File: src/rtl/challenge_descrambler.sv
// challenge_descrambler: receive-side inverse of the keyed rotate/XOR
// challenge scrambler. It regenerates the round keys from an 8-bit LFSR
// session state and peels the rounds off in reverse order. The session state
// advances once per delivered challenge, so it stays in step with the
// scrambling end.
// Optional feature: define CHALLENGE_DESCRAMBLER_CNT_EN to add the
// saturating 16-bit challenge_count output.
module challenge_descrambler #(
   parameter int         ROUNDS = 4,
   parameter logic [7:0] SEED   = 8'hA5
) (
   input  logic       clk,
   input  logic       rst,
   input  logic       in_valid,
   output logic       in_ready,
   input  logic [7:0] scrambled_challenge,
   output logic       out_valid,
   input  logic       out_ready,
   output logic [7:0] recovered_challenge,
   input  logic       sync_load,
   input  logic [7:0] sync_seed
`ifdef CHALLENGE_DESCRAMBLER_CNT_EN
   ,
   output logic [15:0] challenge_count
`endif
);

   typedef enum logic [1:0] {IDLE, WIND, UNWIND, DONE} state_t;

   localparam logic [3:0] LAST = 4'(ROUNDS - 1);

   state_t     state_q, state_d;
   logic [7:0] s_q, s_d;
   logic [7:0] x_q, x_d;
   logic [7:0] k_q, k_d;
   logic [7:0] rec_q, rec_d;
   logic [3:0] cnt_q, cnt_d;
   logic       out_valid_q, out_valid_d;
   logic [7:0] x_round;
`ifdef CHALLENGE_DESCRAMBLER_CNT_EN
   logic [15:0] count_q, count_d;
`endif

   // Forward LFSR step, shared with the scrambling end.
   function automatic logic [7:0] lfsr_step(input logic [7:0] s);
      return {s[6:0], s[7] ^ s[5] ^ s[4] ^ s[3]};
   endfunction

   // Exact inverse of lfsr_step: walks the key sequence backwards.
   function automatic logic [7:0] lfsr_inv(input logic [7:0] n);
      return {n[0] ^ n[6] ^ n[5] ^ n[4], n[7:1]};
   endfunction

   // 8-bit rotate right; amount 0 leaves the value untouched.
   function automatic logic [7:0] rotr8(input logic [7:0] x, input logic [2:0] n);
      logic [15:0] d;
      d = {x, x} >> n;
      return d[7:0];
   endfunction

   // Next-state, datapath and output decisions for the wind/unwind sequence.
   always_comb begin
      state_d     = state_q;
      s_d         = s_q;
      x_d         = x_q;
      k_d         = k_q;
      rec_d       = rec_q;
      cnt_d       = cnt_q;
      out_valid_d = out_valid_q;
      x_round     = rotr8(x_q, k_q[2:0]) ^ k_q;
`ifdef CHALLENGE_DESCRAMBLER_CNT_EN
      count_d     = count_q;
`endif
      case (state_q)
         IDLE: begin
            // A resync request takes priority over a new challenge.
            if (sync_load) begin
               s_d = (sync_seed == 8'h00) ? SEED : sync_seed;
`ifdef CHALLENGE_DESCRAMBLER_CNT_EN
               count_d = 16'h0000;
`endif
            end else if (in_valid) begin
               x_d     = scrambled_challenge;
               k_d     = s_q;
               cnt_d   = 4'd0;
               state_d = WIND;
            end
         end
         WIND: begin
            // Run the key forward to the last round's key.
            k_d = lfsr_step(k_q);
            if (cnt_q == LAST) begin
               cnt_d   = 4'd0;
               state_d = UNWIND;
            end else begin
               cnt_d = cnt_q + 4'd1;
            end
         end
         UNWIND: begin
            // Undo one round, then step the key back to the previous round.
            x_d = x_round;
            k_d = lfsr_inv(k_q);
            if (cnt_q == LAST) begin
               cnt_d       = 4'd0;
               rec_d       = x_round;
               out_valid_d = 1'b1;
               state_d     = DONE;
            end else begin
               cnt_d = cnt_q + 4'd1;
            end
         end
         DONE: begin
            if (out_ready) begin
               out_valid_d = 1'b0;
               s_d         = lfsr_step(s_q);
               state_d     = IDLE;
`ifdef CHALLENGE_DESCRAMBLER_CNT_EN
               if (count_q != 16'hFFFF) count_d = count_q + 16'd1;
`endif
            end
         end
         default: state_d = IDLE;
      endcase
   end

   // Control and output registers; reset discards any in-flight challenge.
   always_ff @(posedge clk or posedge rst) begin
      if (rst) begin
         state_q     <= IDLE;
         s_q         <= SEED;
         rec_q       <= 8'h00;
         cnt_q       <= 4'd0;
         out_valid_q <= 1'b0;
`ifdef CHALLENGE_DESCRAMBLER_CNT_EN
         count_q     <= 16'h0000;
`endif
      end else begin
         state_q     <= state_d;
         s_q         <= s_d;
         rec_q       <= rec_d;
         cnt_q       <= cnt_d;
         out_valid_q <= out_valid_d;
`ifdef CHALLENGE_DESCRAMBLER_CNT_EN
         count_q     <= count_d;
`endif
      end
   end

   // Working value and round key; always reloaded before use, so no reset.
   always_ff @(posedge clk) begin
      x_q <= x_d;
      k_q <= k_d;
   end

   assign in_ready            = (state_q == IDLE);
   assign out_valid           = out_valid_q;
   assign recovered_challenge = rec_q;
`ifdef CHALLENGE_DESCRAMBLER_CNT_EN
   assign challenge_count     = count_q;
`endif

endmodule
File: config.mk
export PLATFORM = sky130hd
export DESIGN_NAME = challenge_descrambler
export DESIGN_NICKNAME = d
export VERILOG_FILES = /design/src/rtl/challenge_descrambler.sv
export SDC_FILE = /design/constraint.sdc
export NUM_CORES = 1
export LEC_CHECK = 0
export CORE_MARGIN = 8
export CORE_UTILIZATION = 50
export CTS_CLUSTER_SIZE = 40
export DETAILED_ROUTE_END_ITERATION = 10
export MAX_ROUTING_LAYER = met4
export PLACE_DENSITY = 0.76
export SYNTH_ARGS = -nofsm -noshare
export SYNTH_HDL_FRONTEND = slang
export SYNTH_SLANG_ARGS = --single-unit
File: constraint.sdc
create_clock -name clk -period 1.7 [get_ports clk]
set_input_delay 0.255 -clock clk [delete_from_list [all_inputs] [get_ports clk]]
set_output_delay 0.255 -clock clk [all_outputs]
set_load 0.05 [all_outputs]
==> impl_metrics.tcl <==
set metrics [dict create \
    top_usage_layer "met2" \
    cts_tree "yes" \
    finalCritPeriodShare 1.11 \
    drc 0 \
    critPathRequiredTime_ns 1.73 \
    pre_cts_ws_ns -0.297 \
    cts_hold_buf 0 \
    status "finished with violations" \
    wl_per_cell_um 16.7 \
    period_needed_ns 1.89 \
    pin_count 31 \
    antenna_found_initial 0 \
    overflow 0 \
    clk-insertion-delay-late_ns 0.29 \
    portBuffers 30 \
    dp_hpwl_um 4030 \
    synth_area_per_cell_um2 11.3 \
    synth_area_leader_cell "edfxtp_1" \
    grt_use_total 0.159 \
    grtUsageMet1 0.185 \
    clock_sinks 39 \
    placed_cells 311 \
    r2r_cells 5 \
    r2r_start "k_q[1]$_DFFE_PP_" \
    hp-class "input port to async pin" \
    cp_slowest_stage_delay_ns 0.55 \
    drt_wl_total_um 5380 \
    synth_nets 236 \
    cts-buffers-inserted 5 \
    synthTopCellsByCount "19 x dfrtp_1, 18 x nand2_1, 17 x mux2i_1" \
    violations "negative setup slack" \
    dieHeight_um 84.6 \
    rsz0062_at_grt "true" \
    yosysUniqueCellTypes 34 \
    ys_seq_elements 39 \
    ys_async_sr_fraction 0.590 \
    dieWidth_um 84.6 \
    via_per_inst 5.60 \
    initialDrtViolationCount 81 \
    synth-edff-count 16 \
    worst_pin_slew_ns 0.320 \
    worstPathCellList "buf_12 > mux4_2 > mux2i_2 > xor2_1 > mux2i_1" \
    hold_violations 0 \
    synthCells 208 \
    regToRegSetupSlack_ns -0.19 \
    final_cell_count_no_fill 322 \
    fmax_ghz 0.528 \
    ant_nets 0 \
    synth.area.top_cells "edfxtp_1 20%, dfrtp_1 20%, mux2i_1 7.2%, mux4_1 5.6%, dfstp_2 4.5%" \
    setup_ws_ns -0.193 \
    ys_warn_count 0 \
    fin_nets 295 \
    slew_viol_final 0 \
    cts.clk_slew.worst_paths_ns 0.08 \
    grt_max_degree 24 \
    seq_area_frac_synth 0.451 \
    ctsRootBufferMaster "clkbuf_8" \
    initial_utilization 0.508 \
    cts_buffer_depth 2 \
    htreeDepth 2 \
    r2r-end "x_q[5]$_DFFE_PP_" \
    dieArea_mm2 0.00716 \
    arrival_ns 1.93 \
    core_area_mm2 0.00463 \
    n_antenna_cell 0 \
    critPathKind "flop to flop" \
    cp_slowest_cell "mux4_2" \
    setup_viol 12 \
    slew_headroom 0.785 \
    fin_skew_ns 0.00571 \
    yosys_most_used_dff "dfrtp_1" \
    yosysMostFrequentCell "dfrtp_1" \
    grtUsageMet3 0.0332 \
    synth_top_area_frac 0.204 \
    syn_area_mm2 0.00235 \
    first_global_vias 1856 \
    grt_pass1_wl_um 9020 \
    drive_gt1_frac 0.328 \
    vias 1802 \
    path_max_fanout 8 \
    met2_usage 0.271 \
    dr.pass1.iters 4 \
    rows 25 \
    maxCapViolCount 0 \
    gp_routability_congestion 0.908 \
    start_kind "flop" \
    area.growth.synth_to_final_pct 31.5 \
    end_kind "flop" \
]
[layout make-up]
class,count,area [µm²]
inverter,10,37.5
timing repair buffer,64,572
sequential,39,1060
multi-input combinational,147,1240
tap,54,67.6
clock inverter,1,5.00
fill,363,1540
clock buffer,7,108
[repair_timing]
item / in CTS / in global routing
pin swaps: 3 / 4
setup endpoints to repair: 17 / 28
gates resized for setup: 6 / 24
setup buffers: 2 / 1
[flip-flops by register name, summed over array words and instances (netlist names)]
name                 cells
cnt_q                    4
k_q                      8
out_valid                1
recovered_challenge      8
s_q                      8
state_q                  2
x_q                      8
[logic make-up (layout without fill, tap and decap cells)]
family | Yosys count | after routing | synth area share
fa+ha+maj | 7 | 7 | 0.0372
buf+inv | 22 | 82 | 0.0452
xor+xnor | 14 | 14 | 0.0521
compound gates | 52 | 52 | 0.136
simple gates | 41 | 41 | 0.0787
mux | 33 | 33 | 0.200
flops | 39 | 39 | 0.451
[per-stage QoR]
stage,hold WS [ns],setup TNS (ns),utilization,area [µm²]
floorplan,0.254,-0.163,-,2360
CTS,0.332,-1.01,0.655,3030
global route,0.369,-2.27,0.668,3090
detailed placement,0.474,-3.56,0.624,2890
finish,0.324,-1.10,0.668,3090
global placement,0.468,-2.58,0.624,2890
[worst max-delay path, delay by kind of cell (launching register included)]
kind / cells / cell delay (ns)
multiplexers: 3 / 0.88
flip-flops: 1 / 0.39
XOR/XNOR: 1 / 0.23
buffers and inverters: 1 / 0.15
[metal layers]
metal  up-vias  routed length, µm
li1        878                  -
met1       871               2340
met2        43               2750
met3        10                201
met4         0                 88
met5         -                  0
[worst max path at each step]
stage / slack [ns] / end / start / depth (start not counted)
finish: -0.19 / x_q[5]$_DFFE_PP_ / k_q[1]$_DFFE_PP_ / 5
global route: -0.27 / x_q[5]$_DFFE_PP_ / k_q[1]$_DFFE_PP_ / 5
CTS: -0.16 / x_q[7]$_DFFE_PP_ / k_q[1]$_DFFE_PP_ / 5
detailed placement: -0.30 / x_q[5]$_DFFE_PP_ / k_q[1]$_DFFE_PP_ / 4
global placement: -0.22 / x_q[1]$_DFFE_PP_ / k_q[1]$_DFFE_PP_ / 4
floorplan: -0.05 / x_q[3]$_DFFE_PP_ / k_q[1]$_DFFE_PP_ / 6
[cells in the final DEF, fill, tap and decap left out, drive strengths merged, types with 2 or more instances in the layout]
cell type | synthesis | routed
buf | 5 | 44
clkdlybuf4s50 | 0 | 20
dfrtp | 19 | 19
nand2 | 18 | 18
o21ai | 18 | 18
mux2i | 17 | 17
edfxtp | 16 | 16
nor2 | 13 | 13
a21oi | 12 | 12
inv | 10 | 10
mux4 | 9 | 9
a22oi | 8 | 8
xor2 | 7 | 7
xnor2 | 7 | 7
clkbuf | 7 | 7
mux2 | 7 | 7
ha | 7 | 7
o22ai | 4 | 4
a22o | 4 | 4
dfstp | 4 | 4
nand2b | 3 | 3
nor3b | 2 | 2
or4 | 2 | 2
a32o | 2 | 2
Power is not shown: default switching activity piles up to over one toggle a cycle in this logic, so the estimate is an artifact.
